--- src/rtl/mips_pkg.sv ---
// Shared definitions for the MIPS pipeline: datapath widths, the $zero register
// number and the write-back control bundle.
package mips_pkg;

    localparam int DATA_W     = 32;
    localparam int REG_ADDR_W = 5;

    localparam logic [4:0] REG_ZERO = 5'd0;

    typedef struct packed {
        logic RegWrite;
        logic MemToReg;
    } wb_ctrl_t;

endpackage

--- src/rtl/mem_wb_reg_pipe_reg.sv ---
// Generic pipeline register: captures d on every rising edge, clears to 0 on
// asynchronous active-low reset.
module pipe_reg #(
    parameter int W = 1
) (
    input  logic         clk,
    input  logic         rst_n,
    input  logic [W-1:0] d,
    output logic [W-1:0] q
);

    logic [W-1:0] r_q;

    always_ff @(posedge clk or negedge rst_n) begin
        if (!rst_n) r_q <= '0;
        else        r_q <= d;
    end

    assign q = r_q;

endmodule

--- src/rtl/mem_wb_reg.sv ---
// MEM->WB pipeline register; a data-memory miss becomes a write-back bubble.
// Define WB_MUX_EN to add the registered write-back mux output writeData.
module mem_wb_reg
    import mips_pkg::*;
#(
    parameter int DATA_W     = mips_pkg::DATA_W,
    parameter int REG_ADDR_W = mips_pkg::REG_ADDR_W
) (
    input  logic                  clk,
    input  logic                  rst_n,
    input  logic                  hit,
    input  logic [DATA_W-1:0]     readData,
    input  logic [DATA_W-1:0]     ALUResult,
    input  logic [REG_ADDR_W-1:0] writeReg,
    input  logic                  RegWrite,
    input  logic                  MemToReg,
    output logic                  hitOut,
    output logic [DATA_W-1:0]     readDataOut,
    output logic [DATA_W-1:0]     ALUResultOut,
    output logic [REG_ADDR_W-1:0] writeRegOut,
    output logic                  RegWriteOut,
    output logic                  MemToRegOut
`ifdef WB_MUX_EN
    ,
    output logic [DATA_W-1:0]     writeData
`endif
);

    localparam int BUS_W = 1 + 2*DATA_W + REG_ADDR_W;

    logic [BUS_W-1:0] w_data_d;
    logic [BUS_W-1:0] w_data_q;
    wb_ctrl_t         w_ctrl_d;
    wb_ctrl_t         w_ctrl_q;

    assign w_data_d = {hit, readData, ALUResult, writeReg};

    pipe_reg #(.W(BUS_W)) u_data (
        .clk   (clk),
        .rst_n (rst_n),
        .d     (w_data_d),
        .q     (w_data_q)
    );

    // Miss bubbles both flags; a write to $zero is never allowed to reach the RF.
    always_comb begin
        w_ctrl_d.RegWrite = RegWrite;
        w_ctrl_d.MemToReg = MemToReg;
        if (writeReg == REG_ADDR_W'(REG_ZERO))
            w_ctrl_d.RegWrite = 1'b0;
        if (!hit) begin
            w_ctrl_d.RegWrite = 1'b0;
            w_ctrl_d.MemToReg = 1'b0;
        end
    end

    pipe_reg #(.W($bits(wb_ctrl_t))) u_ctrl (
        .clk   (clk),
        .rst_n (rst_n),
        .d     (w_ctrl_d),
        .q     (w_ctrl_q)
    );

    assign {hitOut, readDataOut, ALUResultOut, writeRegOut} = w_data_q;
    assign RegWriteOut = w_ctrl_q.RegWrite;
    assign MemToRegOut = w_ctrl_q.MemToReg;

`ifdef WB_MUX_EN
    // Registers clear on reset, so writeData is 0 during reset as well.
    assign writeData = MemToRegOut ? readDataOut : ALUResultOut;
`endif

endmodule

--- config.mk ---
export PLATFORM = sky130hd
export DESIGN_NAME = mem_wb_reg
export DESIGN_NICKNAME = d
export VERILOG_FILES = /design/src/rtl/mips_pkg.sv /design/src/rtl/mem_wb_reg_pipe_reg.sv /design/src/rtl/mem_wb_reg.sv
export SDC_FILE = /design/constraint.sdc
export NUM_CORES = 1
export LEC_CHECK = 0
export BUFFER_PORTS_ARGS = -buffer_cell sky130_fd_sc_hd__buf_2
export CORE_MARGIN = 3
export CORE_UTILIZATION = 38
export CTS_CLUSTER_DIAMETER = 100
export DETAILED_ROUTE_END_ITERATION = 10
export PLACE_DENSITY_LB_ADDON = 0.12
export SYNTH_ARGS = -nofsm -noshare
export SYNTH_HDL_FRONTEND = slang
export SYNTH_SLANG_ARGS = --single-unit
--- constraint.sdc ---
create_clock -name clk -period 0.8 [get_ports clk]
set_clock_uncertainty 0.15 [all_clocks]
set_input_delay 0.12 -clock clk [delete_from_list [all_inputs] [get_ports clk]]
set_output_delay 0.12 -clock clk [all_outputs]
set_load 0.05 [all_outputs]
======== Word-level counts from Yosys, hierarchy flattened ========
Cells that the tools add are included.
word-level totals
  bits in registers ....................... 72
  bits in latches ......................... 0
  RAM bits ................................ 0
  bits in read-only memories .............. 0
  bits of input ports ..................... 74
  output and inout bits ................... 72
  logic and storage cells ................. 5
  memories kept ........................... 0
operators by class
  add/sub/neg operators ................... 0
  $mul .................................... 0
  div/mod/pow operators ................... 0
  magnitude comparators ................... 0
  equality and inequality tests ........... 0
  shifts and indexed selects .............. 0
  mux-type cells .......................... 2
  bitwise logic cells ..................... 0
  reductions and logical operators ........ 1
operators with widths
  cell               count
  5-bit logical NOT  1
  2-bit 2-to-1 mux   1
  1-bit 2-to-1 mux   1

======== Longest topological paths before layout ========
  depth after elaboration ................. 3
  gate-level depth with buffers ........... 2
  mapped depth without buffers ............ 2

======== Modules after synthesis ========
Synthesis repeated with hierarchy kept, for this count alone.
second synthesis, totals
  cells, all modules ...................... 75
  area, all modules ....................... 1824.2 µm²
by module, submodules not included
  module             instances  cells each  area each (µm²)  seq. area each (µm²)
  pipe_reg (u_data)  1          70          1751.7           1751.7
  pipe_reg (u_ctrl)  1          2           50.0             50.0
  mem_wb_reg         1          3           22.5             0.0

======== Least setup slack after synthesis ========
No wires, ideal clock.
  kind .................................... input-to-reg
  start ................................... input writeReg[4]
  end ..................................... register u_ctrl.r_q[1] (netlist: u_ctrl.q[1])
  library setup time ...................... 126 ps
  data arrival time ....................... 745 ps
  data required time ...................... 524 ps
  path slack .............................. -221 ps
  cell stages on the path ................. 2
  buffers on the path ..................... 0
  path through ............................ or3_1 > o311a_1
between the ends
  word-level cells in the longest chain between the ends .. 3
RTL lines
  element               line                       source
  start, declared       mem_wb_reg.sv:14           input logic [REG_ADDR_W-1:0] writeReg,
  5-bit logical NOT     mem_wb_reg.sv:49           if (writeReg == REG_ADDR_W'(REG_ZERO))
  1-bit 2-to-1 mux      mem_wb_reg.sv:49
  2-bit 2-to-1 mux      mem_wb_reg.sv:51           if (!hit) begin
  net u_ctrl.d[1]       mem_wb_reg_pipe_reg.sv:8   input logic [W-1:0] d,
  end signal, assigned  mem_wb_reg_pipe_reg.sv:15  if (!rst_n) r_q <= '0;
  end signal, assigned  mem_wb_reg_pipe_reg.sv:16  else r_q <= d;
  end, declared         mem_wb_reg_pipe_reg.sv:12  logic [W-1:0] r_q;
The timed path passes the listed nets, and every way through them passes these cells.

======== Worst setup path after layout ========
  start ................................... register u_data.r_q[23] (netlist: u_data.q[23])
  end ..................................... output ALUResultOut[18]
RTL lines
  element                 line                       source
  start, declared         mem_wb_reg_pipe_reg.sv:12
  start signal, assigned  mem_wb_reg_pipe_reg.sv:15
  start signal, assigned  mem_wb_reg_pipe_reg.sv:16
  end, declared           mem_wb_reg.sv:19           output logic [DATA_W-1:0] ALUResultOut,
No word-level cell between the ends.

==> flow_metrics.tcl <==
set metrics [dict create \
    vias 1562 \
    post-synth-top-area-cell "dfrtp_1" \
    crit_family "flip-flops" \
    synthAdderAreaFrac_pct 0 \
    synthTopCellsByCount "dfrtp_1 (72), and2_1 (1), o311a_1 (1), or3_1 (1)" \
    report.final.slew_viol_count 0 \
    max_slew_margin_pct 86.7 \
    path_clk_slew_ns 0.08 \
    cp-start-kind "register" \
    synthSimpleGateAreaFrac_pct 0.686 \
    grt.total_usage_pct 23.3 \
    yosys_register_bits 72 \
    cp_num_buf_inv 1 \
    port_buffers 145 \
    async_reset_ff_share_pct 100 \
    arrival_ns 0.91 \
    routed_wl_um 6360 \
    fin_crit_ns 1.18 \
    first_iter_violations 64 \
    coreArea_mm2 0.00450 \
    maxCapViolCount 0 \
    rows 24 \
    wl_per_cell_um 17.7 \
    finalHoldViolCount 4 \
    dieArea_mm2 0.00567 \
    worst_slack_ns -0.380 \
    status "finished, violations left" \
    syn_avg_cell_area_um2 24.3 \
    initial_core_util_pct 40.5 \
    cts-htree-levels 3 \
    drtAntennaViolNets 0 \
    synthesis.area_mm2 0.00182 \
    hold_class "in2reg" \
    cpPeakStageDelay_ns 0.42 \
    fmax_ghz 0.847 \
    slowest_stage "dfrtp_2" \
    p_int_mw 6.19 \
    synth_flop_cell "dfrtp_1" \
    synth_warnings 0 \
    vdd_drop_max_mv 1.47 \
    crit_chain "buf_6" \
    p_clk_share_pct 33.9 \
    cts_buffer_depth 2 \
    fin_tns_setup_ns -25.83 \
    cts_buffers 9 \
    cp.required_ns 0.53 \
    critPathMaxFanout 1 \
    die_y_um 75.3 \
    hpwl_um 3200 \
    vias_per_cell 4.35 \
    synthCells 75 \
    drive_above_1_share_pct 76.2 \
    end_kind "output port" \
    max_slew.worst_pin.slew_ns 0.200 \
    synth_area_leaders "dfrtp_1 (99%), o311a_1 (0.55%), and2_1 (0.34%)" \
    synth_edf_count 0 \
    pwr-share-comb_pct 19.8 \
    setup_violations 74 \
    grt_pass1_vias 1815 \
    yosys.cell_types.count 4 \
    die_x_um 75.3 \
    post-place-ws_ns -0.355 \
    synth_compound_area_share_pct 0.549 \
    ioPinCount 146 \
    synth_top_family_by_area "simple AND/OR/NAND/NOR gates" \
    violations "negative hold slack, negative setup slack" \
    place_congestion 0.719 \
    leakage_nw 1.92 \
    grt_max_degree 39 \
    nets 376 \
    synthXorXnorAreaFrac_pct 0 \
    drc 0 \
    cts_tree "yes" \
    numClockSinks 72 \
    synth.most_common_cell "dfrtp_1" \
    area_delta_synth_final_pct 125 \
    rsz0062_at_grt "yes" \
    grt_pass1_wl_um 9070 \
    drt-pass1-iter-count 6 \
    root_buffer "clkbuf_8" \
    grt_overflow 0 \
    seq_area_frac_synth_pct 98.8 \
    share_seq_of_total_power_pct 46.2 \
    finalPower_mw 8.54 \
    fin_cells 359 \
    muxShareOfSynthArea_pct 0 \
    crit_type "reg2out" \
    p_per_area_mw_per_mm2 2080 \
    dp.cells 274 \
    fin_hold_ws_ns -0.259 \
    num_antenna_cells 0 \
    synth_top_area_share_pct 98.8 \
    switching_share_pct 27.5 \
    timing.final.crit_share_pct 148 \
    syn_nets 149 \
    antenna_found_initial 0 \
    switchingPower_mw 2.35 \
]
[power by group through the flow]
stage          registers [mW]  logic [mW]  clock network (mW)
2_1_floorplan            4.66     0.00542                   0
3_3_place_gp             3.96        1.15                   0
3_5_place_dp             3.96        1.16                   0
4_1_cts                  3.94        1.66                2.94
5_1_grt                  3.96        1.77                3.13
6_report                 3.95        1.69                2.90
[layout by cell type, fill, tap and decap left out]
| cell | instances |
|---|---|
| inv_6 | 1 |
| buf_2 | 70 |
| buf_12 | 2 |
| and2_1 | 1 |
| clkinv_2 | 3 |
| clkbuf_8 | 11 |
| o311a_1 | 1 |
| or3_4 | 1 |
| buf_6 | 74 |
| bufinv_16 | 1 |
| dfrtp_1 | 1 |
| dfrtp_2 | 71 |
| dlygate4sd3_1 | 70 |
[flip-flops by register name, summed over array words and instances, names as in the netlist]
| name | flops |
|---|---|
| u_ctrl.q | 2 |
| u_data.q | 70 |
[kinds of logic after synthesis]
logic type,after synthesis
compound gates,1
simple gates,2
flops,72
[per-layer routing]
layer / track usage [%] / vias to the layer above / wire [µm]
met1: 21.9 / 755 / 1970
met4: 12.8 / 0 / 200
met2: 43.8 / 99 / 3680
li1: - / 689 / -
met5: 0 / - / 0
met3: 7.61 / 19 / 504
[layout make-up]
cell class              instances  area, µm²
clock buffers                  11        151
clock inverters                 5       53.8
fillers                       156        392
multi-input cells               3       27.5
flip-flops and latches         72       1890
well taps                      52       65.1
repair buffers                216       1920
[stage by stage]
stage                     area [µm²]  utilization (%)
after floorplan                 1910                -
after global placement          2740             60.9
after CTS                       4100             90.9
after detailed placement        2740             60.9
final                           4110             91.3
after global routing            4110             91.3
[final timing paths]
check / from / to / slack (ns) / cells past startpoint
min in group asynchronous: rst_n / u_data.q[5] / 0.21 / 3
worst max-delay path: u_data.q[23] / ALUResultOut[18] / -0.38 / 1
worst min-delay path: writeReg[4] / u_data.q[4] / -0.26 / 1
max in group asynchronous: rst_n / u_data.q[63] / 0.06 / 3
[what timing repair did]
action                                 in CTS  in global routing
setup buffers                               0                  0
gates resized for setup                   145                  2
endpoints found under the hold margin     144                  8
setup endpoints to repair                  73                 74
hold buffers                               69                  4
(Power assumes the default switching activity.)
